[src/rtl/ext_pkg.sv]
// rtl/ext_pkg.sv - extension mode type and constants shared by the immediate pipe
package ext_pkg;

    localparam int EXT_MODE_W = 2;

    typedef enum logic [EXT_MODE_W-1:0] {
        SIGN   = 2'd0,
        ZERO   = 2'd1,
        LUI    = 2'd2,
        BRANCH = 2'd3
    } ext_mode_t;

endpackage

[src/rtl/ext_fifo.sv]
// rtl/ext_fifo.sv - small power-of-two result buffer with level count and flush
module ext_fifo #(
    parameter int W     = 34,
    parameter int DEPTH = 2
) (
    input  logic                   clk,
    input  logic                   rst,
    input  logic                   flush,
    input  logic                   push,
    input  logic                   pop,
    input  logic [W-1:0]           wdata,
    output logic [W-1:0]           rdata,
    output logic [$clog2(DEPTH):0] level
);

    localparam int AW = $clog2(DEPTH);

    logic [W-1:0]  mem [DEPTH];
    logic [AW-1:0] wptr;
    logic [AW-1:0] rptr;

    // Pointers wrap for free because DEPTH is a power of two.
    always_ff @(posedge clk) begin
        if (!rst || flush) begin
            wptr  <= '0;
            rptr  <= '0;
            level <= '0;
        end else begin
            if (push) wptr <= wptr + 1'b1;
            if (pop)  rptr <= rptr + 1'b1;
            case ({push, pop})
                2'b10:   level <= level + 1'b1;
                2'b01:   level <= level - 1'b1;
                default: level <= level;
            endcase
        end
    end

    always_ff @(posedge clk) begin
        if (push) mem[wptr] <= wdata;
    end

    assign rdata = (level == '0) ? '0 : mem[rptr];

endmodule

[src/rtl/imm_ext_pipe.sv]
// rtl/imm_ext_pipe.sv - immediate extension with a buffered, flow-controlled result queue
module imm_ext_pipe
    import ext_pkg::*;
#(
    parameter int IN_W  = 16,
    parameter int OUT_W = 32,
    parameter int DEPTH = 2
) (
    input  logic                   clk,
    input  logic                   rst,
    input  logic                   flush,
    input  logic                   in_valid,
    output logic                   in_ready,
    input  logic [IN_W-1:0]        in_imm,
    input  logic [1:0]             in_mode,
    output logic                   out_valid,
    input  logic                   out_ready,
    output logic [OUT_W-1:0]       out_data,
    output logic [1:0]             out_mode,
    output logic [$clog2(DEPTH):0] level,
    output logic [15:0]            acc_cnt
);

    localparam int LW = $clog2(DEPTH) + 1;
    localparam int SW = OUT_W + EXT_MODE_W;
    localparam logic [LW-1:0] FULL = LW'(DEPTH);

    if (OUT_W < IN_W + 2) begin : g_bad_width
        $error("imm_ext_pipe: OUT_W must be at least IN_W+2");
    end
    if (DEPTH < 2 || (DEPTH & (DEPTH - 1)) != 0) begin : g_bad_depth
        $error("imm_ext_pipe: DEPTH must be a power of two and at least 2");
    end

    ext_mode_t        mode;
    logic [OUT_W-1:0] sext;
    logic [OUT_W-1:0] ext;
    logic [SW-1:0]    rdata;
    logic             push;
    logic             pop;

    assign mode = ext_mode_t'(in_mode);
    assign sext = {{(OUT_W-IN_W){in_imm[IN_W-1]}}, in_imm};

    always_comb begin
        ext = '0;
        case (mode)
            SIGN:    ext = sext;
            ZERO:    ext = {{(OUT_W-IN_W){1'b0}}, in_imm};
            LUI:     ext = {in_imm, {(OUT_W-IN_W){1'b0}}};
            BRANCH:  ext = {sext[OUT_W-3:0], 2'b00};
            default: ext = '0;
        endcase
    end

    // in_ready looks only at the level, so a full buffer never passes through.
    assign in_ready  = (level != FULL);
    assign out_valid = (level != '0);
    assign push      = in_valid && in_ready && !flush;
    assign pop       = out_valid && out_ready && !flush;

    ext_fifo #(
        .W     (SW),
        .DEPTH (DEPTH)
    ) u_fifo (
        .clk   (clk),
        .rst   (rst),
        .flush (flush),
        .push  (push),
        .pop   (pop),
        .wdata ({in_mode, ext}),
        .rdata (rdata),
        .level (level)
    );

    assign out_mode = rdata[SW-1:OUT_W];
    assign out_data = rdata[OUT_W-1:0];

    always_ff @(posedge clk) begin
        if (!rst)      acc_cnt <= '0;
        else if (push) acc_cnt <= acc_cnt + 16'd1;
    end

endmodule

[config.mk]
export PLATFORM = sky130hd
export DESIGN_NAME = imm_ext_pipe
export DESIGN_NICKNAME = d
export VERILOG_FILES = /design/src/rtl/ext_pkg.sv /design/src/rtl/ext_fifo.sv /design/src/rtl/imm_ext_pipe.sv
export SDC_FILE = /design/constraint.sdc
export NUM_CORES = 1
export LEC_CHECK = 0
export ABC_AREA = 1
export BUFFER_PORTS_ARGS = -buffer_cell sky130_fd_sc_hd__buf_2
export CORE_MARGIN = 10
export CORE_UTILIZATION = 49
export DETAILED_ROUTE_END_ITERATION = 12
export PLACE_DENSITY = 0.75
export REMOVE_ABC_BUFFERS = 1
export SETUP_SLACK_MARGIN = 0.1
export SYNTH_ARGS = -nofsm -noshare
export SYNTH_HDL_FRONTEND = slang
export SYNTH_SLANG_ARGS = --single-unit
[constraint.sdc]
create_clock -name clk -period 2.75 [get_ports clk]
set_clock_uncertainty 0.1 [all_clocks]
set_input_delay 0.55 -clock clk [delete_from_list [all_inputs] [get_ports clk]]
set_output_delay 0.55 -clock clk [all_outputs]
set_load 0.03 [all_outputs]
==> flow_metrics.py, run 1 <==
metrics = {
    "power": {
        "irDropWorstVdd_v": 0.000282,
        "p_switching_w": 0.000639,
        "swShare": 0.244,
        "p_int_w": 0.00198,
        "clkPwrFrac": 0.341,
        "powerDensity_nw_per_um2": 568,
        "p_comb_frac": 0.084,
        "p_leak_nw": 1.91,
        "p_seq_frac": 0.575,
    },
    "timing": {
        "rsz0062_at_grt": "false",
        "finalSetupTns_ns": 0,
        "final-setup-viol-count": 0,
        "final.period_utilization": 0.855,
        "max_freq_ghz": 0.425,
        "timing.final.hold_violations": 0,
        "hold_ws_ns": 0.339,
        "post-route-min-period_ns": 2.35,
        "report.final.slew_viol_count": 0,
        "slew_headroom": 0.606,
        "worst_pin_slew_ns": 0.590,
    },
    "final_layout": {
        "antenna_cells": 0,
        "syn_to_final_growth_pct": 17.8,
        "ff_latch_area_um2": 2460,
        "postLayoutCoreUtil": 0.594,
        "multi_input_area_um2": 1230,
        "layout_common_cells": "nand2_1 (104), buf_2 (76), edfxtp_1 (68)",
        "layout_commonest_cell": "nand2_1",
        "final_nets": 505,
        "drive_above_1_share": 0.256,
        "fillers": 671,
    },
    "yosys": {
        "yosys_warnings": 0,
        "syn_inst": 402,
        "syn_area_um2": 3920,
        "synth_seq_area_share": 0.629,
        "ys_ff_latch": 89,
        "syn_avg_cell_area_um2": 9.74,
        "synth_cell_types": 24,
    },
    "worst_setup_path": {
        "cp_num_buf_inv": 2,
        "required_ns": 2.10,
        "reg2reg_slack_ns": 0.84,
        "path_delay_family": "buffers and inverters",
        "end_kind": "primary output",
        "slowest_delay_ns": 0.53,
        "r2r_cells": 5,
        "cp-endpoint": "out_data[20]",
        "worstPathArrival_ns": 1.70,
        "crit_chain": "buf_4 > nand2_1 > a21oi_1 > buf_2",
        "worstPathMaxFanout": 26,
        "path_depth": 4,
        "r2r-start": "u_fifo.level[0]",
        "cpMaxStageDelayCell": "dfxtp_1",
        "critPathKind": "flop to primary output",
        "startpoint_type": "flop",
        "r2r-end": "u_fifo.mem[0][17]",
    },
    "floorplanning": {
        "start_util": 0.504,
        "num_io_pins": 77,
        "die_w_um": 109,
        "num_rows": 32,
        "dieArea_um2": 12000,
        "die_h_um": 109,
        "core_um2": 7770,
    },
    "status": {
        "status": "completed",
    },
    "clock_network": {
        "cts_root_buf": "clkbuf_8",
        "cts_tree": "yes",
        "postCtsSetupBuffers": 0,
        "clockBufferDepth": 2,
        "cts.htree.levels": 3,
        "cts_resized": 0,
        "clkSlewWorstSetupHoldPaths_ns": 0.08,
        "postCtsHoldBufs": 0,
        "cts_sinks": 89,
        "clk_latency_ns": 0.34,
        "numCtsBuffers": 9,
    },
    "route": {
        "wl_per_cell_um": 15.4,
        "drt_iter0_markers": 116,
        "via_count": 3069,
        "drcViolationCount": 0,
        "ant_nets": 0,
        "dr.pass1.iters": 5,
        "wirelength_um": 9040,
        "routed_via_density": 5.23,
    },
    "global_routing": {
        "grt_use_total": 0.151,
        "antenna_found_initial": 0,
        "grt_max_degree": 35,
        "grt-ovfl-total": 0,
        "grt_pass1_wl_um": 14400,
        "grt_pass1_vias": 3132,
    },
    "placement": {
        "io_buffer_count": 76,
        "place.gp.congestion": 0.804,
        "hpwlAfterDp_um": 6430,
    },
    "min_path": {
        "hold_class": "primary input to flop",
    },
    "job": {
        "cap_violations": 0,
    },
}
## synth_stat cells
master    instances  area (um2)
o21ai_1           2        10.0
nor3_2            3        30.0
inv_1            32         120
ha_1              2        25.0
clkinv_1          1        3.75
dfxtp_1          21         420
buf_2            11        55.1
nor2_1           36         135
nand4_1           5        31.3
nand2_1         104         390
nand2_4           2        22.5
nor2_4            4        45.0
inv_2             7        26.3
a21oi_1          44         220
xor2_1            2        17.5
nand3_1           9        45.0
buf_6             1        11.3
buf_1             1        3.75
a211oi_1          1        7.51
o21ai_0          20         100
clkbuf_1          4        15.0
edfxtp_1         68        2040
nor2_2            7        43.8
o22ai_1          15        93.8
## area by class of cell
| cell class | count | share of cell area |
|---|---|---|
| clock inverter | 7 | 0.0165 |
| tap | 102 | 0.0277 |
| timing repair buffer | 84 | 0.0955 |
| clock buffer | 9 | 0.0269 |
| multi-input combinational | 256 | 0.267 |
| sequential | 89 | 0.534 |
| inverter | 40 | 0.0325 |
## flip-flops by register name, summed over array words and instances (netlist names), named ones only
register and count:
u_fifo.level 2, u_fifo.wptr 1, u_fifo.rptr 1, u_fifo.mem 68, acc_cnt 16
## how the worst min path moves through the flow
stage | start | to | slack (ns) | cells past startpoint
final | in_mode[0] | u_fifo.mem[0][32] | 0.34 | 1
after detailed placement | u_fifo.rptr | u_fifo.rptr | 0.37 | 2
after global placement | u_fifo.rptr | u_fifo.rptr | 0.36 | 2
after CTS | in_mode[0] | u_fifo.mem[0][32] | 0.32 | 1
after global routing | in_mode[0] | u_fifo.mem[0][32] | 0.33 | 1
after floorplan | u_fifo.rptr | flop | 0.35 | 2
## metrics by stage
step	instances	power [W]	instance area (um2)	setup slack, ns
6_report	587	0.00262	4610	0.398
5_1_grt	587	0.00270	4610	0.250
4_1_cts	587	0.00263	4610	0.389
3_5_place_dp	571	0.00176	4410	0.579
3_3_place_gp	571	0.00175	4410	0.652
2_1_floorplan	385	0.00167	3830	-0.206
## logic make-up (layout without fill, tap and decap cells)
| logic type | count (synthesis) | in the layout | share of synthesized area |
|---|---|---|---|
| buf+inv | 57 | 140 | 0.0601 |
| simple gates | 170 | 170 | 0.190 |
| xor+xnor | 2 | 2 | 0.00448 |
| flops | 89 | 89 | 0.629 |
| compound gates | 82 | 82 | 0.110 |
| fa+ha+maj | 2 | 2 | 0.00639 |
## metal layers
layer / wire, um / global-route usage / share of wire
met1: 3730 / 0.170 / 0.41
met2: 4440 / 0.260 / 0.49
met4: 47 / 0.0632 / 0.0052
met3: 823 / 0.0474 / 0.091
met5: 0 / 0 / 0
## power by group through the flow
stage               sequential (W)  clock (W)  combinational (W)
finish                     0.00150   0.000895           0.000220
global placement           0.00153          0           0.000214
floorplan                  0.00154          0           0.000128
detailed placement         0.00154          0           0.000221
CTS                        0.00150   0.000908           0.000221
global route               0.00151   0.000947           0.000243
Note: power is estimated with default switching activity, not from simulation.
==> inputs of run 2 (changes only) <==
- PLACE_DENSITY: 0.75 -> 0.72
- RECOVER_POWER: not set -> 25
- clock period: 2.75 -> 2.3 ns (I/O delays scaled with it)
==> run 2 against run 1 <==
  * Register-to-register slack got worse by 0.36 ns
  * First-iteration DRC count rose by 34%
  * Die area did not move
  * Sequential cell count did not move
  * Via count fell by 0.26%
  * Count of clock-buffer cells in the layout did not move
  * Final cell count did not move
  * Sequential share of layout area did not move
  * Critical path depth rose by 1
  * Sequential power rose by 20%
  * Critical path type unchanged
  * Largest power group unchanged
==> flow_metrics.py, run 2 (synthesis gave the netlist of run 1 again) <==
metrics = {
    "worst_setup_path": {
        "worstPathArrival_ns": 1.54,
        "end_kind": "primary output",
        "path_delay_family": "buffers and inverters",
        "slowest_delay_ns": 0.37,
        "required_ns": 1.74,
        "worstPathMaxFanout": 20,
        "reg2reg_slack_ns": 0.48,
        "cp_num_buf_inv": 3,
        "critPathKind": "flop to primary output",
        "crit_chain": "inv_4 > buf_4 > nand2_1 > a21oi_1 > buf_2",
        "startpoint_type": "flop",
        "cpMaxStageDelayCell": "dfxtp_1",
    },
    "placement": {
        "place.gp.congestion": 0.850,
        "io_buffer_count": 76,
        "hpwlAfterDp_um": 6190,
        "placedCellCount": 571,
    },
    "route": {
        "via_count": 3061,
        "drt_iter0_markers": 155,
        "ant_nets": 0,
        "wl_per_cell_um": 15.2,
        "dr.pass1.iters": 5,
        "drcViolationCount": 0,
        "wirelength_um": 8920,
        "routed_via_density": 5.21,
    },
    "status": {
        "status": "completed",
    },
    "timing": {
        "max_freq_ghz": 0.476,
        "report.final.slew_viol_count": 0,
        "hold_ws_ns": 0.329,
        "worst_pin_slew_ns": 0.783,
        "final-setup-viol-count": 0,
        "timing.final.hold_violations": 0,
        "post-route-min-period_ns": 2.10,
        "rsz0062_at_grt": "true",
        "final.period_utilization": 0.912,
        "slew_headroom": 0.478,
    },
    "clock_network": {
        "numCtsBuffers": 9,
        "clk_latency_ns": 0.34,
        "cts_tree": "yes",
        "cts_root_buf": "clkbuf_8",
        "cts_sinks": 89,
        "postCtsSetupBuffers": 0,
        "clkSlewWorstSetupHoldPaths_ns": 0.09,
        "postCtsHoldBufs": 0,
        "clockBufferDepth": 2,
        "cts.htree.levels": 3,
    },
    "global_routing": {
        "grt_pass1_wl_um": 14200,
        "grt_use_total": 0.150,
        "grt_max_degree": 35,
        "grt_pass1_vias": 3053,
        "grt-ovfl-total": 0,
        "antenna_found_initial": 0,
    },
    "floorplanning": {
        "start_util": 0.504,
        "die_h_um": 109,
        "num_rows": 32,
        "die_w_um": 109,
        "dieArea_um2": 12000,
        "core_um2": 7770,
        "num_io_pins": 77,
    },
    "final_layout": {
        "layout_commonest_cell": "nand2_1",
        "largest_register_ffs": 68,
        "stdcell_count": 587,
        "largest_register": "u_fifo.mem",
        "antenna_cells": 0,
        "top_regs": "u_fifo.mem: 68 flops, acc_cnt: 16 flops, u_fifo.level: 2 flops",
        "syn_to_final_growth_pct": 17.8,
        "final_nets": 505,
        "drive_above_1_share": 0.241,
        "layout_common_cells": "nand2_1 (104), buf_2 (72), edfxtp_1 (68)",
    },
    "min_path": {
        "hold_class": "primary input to flop",
    },
    "power": {
        "irDropWorstVdd_v": 0.000267,
        "powerDensity_nw_per_um2": 655,
        "p_leak_nw": 1.90,
    },
    "job": {
        "cap_violations": 0,
    },
}
-- run 2: layer usage --
layer | routed length [um] | vias to the layer above | GRT usage
met5 | 0 | - | 0
met4 | 159 | 0 | 0.0660
met3 | 869 | 17 | 0.0421
met2 | 4460 | 119 | 0.258
met1 | 3420 | 1410 | 0.169
li1 | - | 1515 | -
-- run 2: report_power, final --
group	total [W]	internal (W)	switching, W
logic	0.000264	0.0000780	0.000186
clock network	0.000958	0.000400	0.000558
registers	0.00180	0.00178	0.0000148
total	0.00302	0.00226	0.000759
-- run 2: worst paths after layout --
kind | start | end | cells past startpoint
worst min-delay path | in_mode[0] | u_fifo.mem[0][32] | 1
worst max register to register | u_fifo.level[1] | u_fifo.level[1] | 9
worst min register to register | u_fifo.rptr | u_fifo.rptr | 2
worst max-delay path | flop | out_data[10] | 5
-- run 2: layout make-up --
cell class	instances	area, um2
timing repair buffer	84	485
fill	702	3150
multi-input combinational	256	1210
tap	102	128
inverter	40	153
clock buffer	9	124
clock inverter	7	52.6
sequential	89	2460
-- run 2: repair_timing --
action / in CTS / in global routing
setup endpoints to repair: 34 / 17
gates resized for setup: 2 / 5
cloned: 0 / 0
-- run 2: through the flow --
| step | TNS, ns | setup WS (ns) | area [um2] | utilization | power [W] |
|---|---|---|---|---|---|
| finish | 0 | 0.201 | 4610 | 0.594 | 0.00302 |
| floorplan | -53.14 | -0.656 | 3830 | - | 0.00199 |
| CTS | 0 | 0.136 | 4630 | 0.596 | 0.00306 |
| detailed placement | 0 | 0.232 | 4450 | 0.573 | 0.00211 |
| global placement | 0 | 0.283 | 4450 | 0.573 | 0.00210 |
| global route | 0 | 0.0673 | 4610 | 0.594 | 0.00314 |
==> inputs of run 3 (changes only) <==
- CORE_MARGIN: 10 -> not set
==> run 3 against run 2 <==
  * Clock power fell by 3.9%
  * Sequential power hardly changed
  * Count of clock-buffer cells in the layout rose by 1
  * Largest cell class unchanged
  * Critical path type unchanged
  * Non-clock buffer count unchanged
  * Worst hold slack gained 0.019 ns
  * Highest routed layer unchanged
  * Critical endpoint is now out_data[2]
  * Critical path depth decreased by 1
  * First-iteration DRC count up 28%
==> flow_metrics.py, run 3 (synthesis gave the netlist of run 1 again) <==
metrics = {
    "status": {
        "status": "completed",
    },
    "worst_setup_path": {
        "startpoint": "u_fifo.level[0]",
        "end_kind": "primary output",
        "reg2reg_slack_ns": 0.48,
        "critPathKind": "flop to primary output",
        "r2r-start": "u_fifo.level[0]",
        "worstPathArrival_ns": 1.57,
        "cpMaxStageDelayCell": "dfxtp_1",
        "cp_num_buf_inv": 2,
        "r2r-end": "u_fifo.level[1]",
        "r2r_cells": 8,
        "slowest_delay_ns": 0.43,
        "path_delay_family": "buffers and inverters",
        "path_depth": 4,
        "crit_chain": "nor2_1 > buf_6 > a21oi_1 > buf_2",
        "worstPathMaxFanout": 34,
        "startpoint_type": "flop",
        "required_ns": 1.74,
        "cp-endpoint": "out_data[2]",
    },
    "power": {
        "irDropWorstVdd_v": 0.000328,
        "p_leak_nw": 1.89,
        "powerDensity_nw_per_um2": 649,
    },
    "clock_network": {
        "clk_latency_ns": 0.35,
        "cts_tree": "yes",
        "cts_root_buf": "clkbuf_8",
        "postCtsSetupBuffers": 0,
        "cts_sinks": 89,
        "cts.htree.levels": 3,
        "numCtsBuffers": 9,
        "clockBufferDepth": 2,
        "clkSlewWorstSetupHoldPaths_ns": 0.09,
    },
    "global_routing": {
        "grt_max_degree": 35,
        "grt_pass1_vias": 2900,
        "grt-ovfl-total": 0,
        "grt_use_total": 0.206,
        "grt_pass1_wl_um": 13500,
        "antenna_found_initial": 0,
    },
    "timing": {
        "slew_headroom": 0.440,
        "finalSetupTns_ns": 0,
        "worst_pin_slew_ns": 0.840,
        "report.final.slew_viol_count": 0,
        "max_freq_ghz": 0.469,
        "timing.final.hold_violations": 0,
        "post-route-min-period_ns": 2.13,
        "rsz0062_at_grt": "true",
        "final-setup-viol-count": 0,
        "final.period_utilization": 0.926,
    },
    "route": {
        "drcViolationCount": 0,
        "via_count": 2967,
        "wirelength_um": 8060,
        "routed_via_density": 5.05,
        "wl_per_cell_um": 13.7,
        "dr.pass1.iters": 4,
        "ant_nets": 0,
        "drt_iter0_markers": 198,
    },
    "placement": {
        "io_buffer_count": 76,
        "hpwlAfterDp_um": 5280,
        "place.gp.congestion": 0.817,
    },
    "job": {
        "cap_violations": 0,
    },
    "final_layout": {
        "postLayoutCoreUtil": 0.593,
        "drive_above_1_share": 0.239,
        "antenna_cells": 0,
        "layout_commonest_cell": "nand2_1",
        "final_nets": 505,
        "top_regs": "u_fifo.mem: 68 flops, acc_cnt: 16 flops, u_fifo.level: 2 flops",
        "layout_common_cells": "nand2_1 (105), buf_2 (74), edfxtp_1 (68)",
        "largest_register": "u_fifo.mem",
        "largest_register_ffs": 68,
        "syn_to_final_growth_pct": 17.1,
    },
    "floorplanning": {
        "core_um2": 7730,
        "num_rows": 32,
        "start_util": 0.507,
        "die_w_um": 91.4,
        "dieArea_um2": 8350,
        "num_io_pins": 77,
        "die_h_um": 91.4,
    },
    "min_path": {
        "hold_class": "primary input to flop",
    },
}
-- run 3: power breakdown --
group | leakage (nW) | internal [W] | total (W) | switching [W]
Sequential | 0.802 | 0.00178 | 0.00180 | 0.0000135
Clock | 0.0807 | 0.000395 | 0.000921 | 0.000527
Combinational | 1.01 | 0.0000758 | 0.000260 | 0.000184
Total | 1.89 | 0.00225 | 0.00298 | 0.000724
-- run 3: worst reg2reg max path, cell delays in order, from the launching register on --
cell and delay (ns):
dfxtp_1 0.43, inv_1 0.10, nand2_1 0.12, nand2_4 0.15, ha_1 0.34, a21oi_1 0.12, o21ai_0 0.12, o21ai_0 0.17
a21oi_1 0.06
-- run 3: layout make-up --
| class | instances | area (um2) |
|---|---|---|
| Clock inverter | 6 | 41.3 |
| Tap cell | 102 | 128 |
| Inverter | 40 | 153 |
| Multi-Input combinational cell | 256 | 1200 |
| Clock buffer | 10 | 128 |
| Fill cell | 693 | 3140 |
| Sequential cell | 89 | 2460 |
| Timing Repair Buffer | 84 | 470 |
-- run 3: through the flow --
step	worst slack [ns]	power, W	hold WS [ns]	cell area (um2)	std cells
floorplan	-0.656	0.00199	0.353	3830	385
global placement	0.316	0.00209	0.363	4440	571
detailed placement	0.298	0.00210	0.381	4440	571
CTS	0.100	0.00301	0.254	4610	587
global route	0.0754	0.00309	0.338	4590	587
finish	0.169	0.00298	0.348	4590	587
-- run 3: worst min-delay path by stage --
stage	endpoint	slack (ns)	from	depth (start not counted)
final	u_fifo.mem[1][32]	0.35	in_mode[0]	1
after CTS	u_fifo.mem[1][32]	0.25	in_mode[0]	1
after detailed placement	flop	0.38	u_fifo.rptr	2
after global placement	u_fifo.rptr	0.36	u_fifo.rptr	2
after global routing	u_fifo.mem[1][32]	0.34	in_mode[0]	1
after floorplan	flop	0.35	u_fifo.rptr	2
-- run 3: repair_timing --
item	4_1_cts	5_1_grt
hold buffers	0	0
endpoints found under the hold margin	0	0
resized for setup	1	6
setup endpoints to repair	18	26
-- run 3: metal layers --
layer / part of all wire / routed length (um) / GRT usage
met5: 0 / 0 / 0
met4: 0.016 / 129 / 0.0952
met3: 0.066 / 531 / 0.0444
met2: 0.51 / 4080 / 0.351
met1: 0.41 / 3320 / 0.249
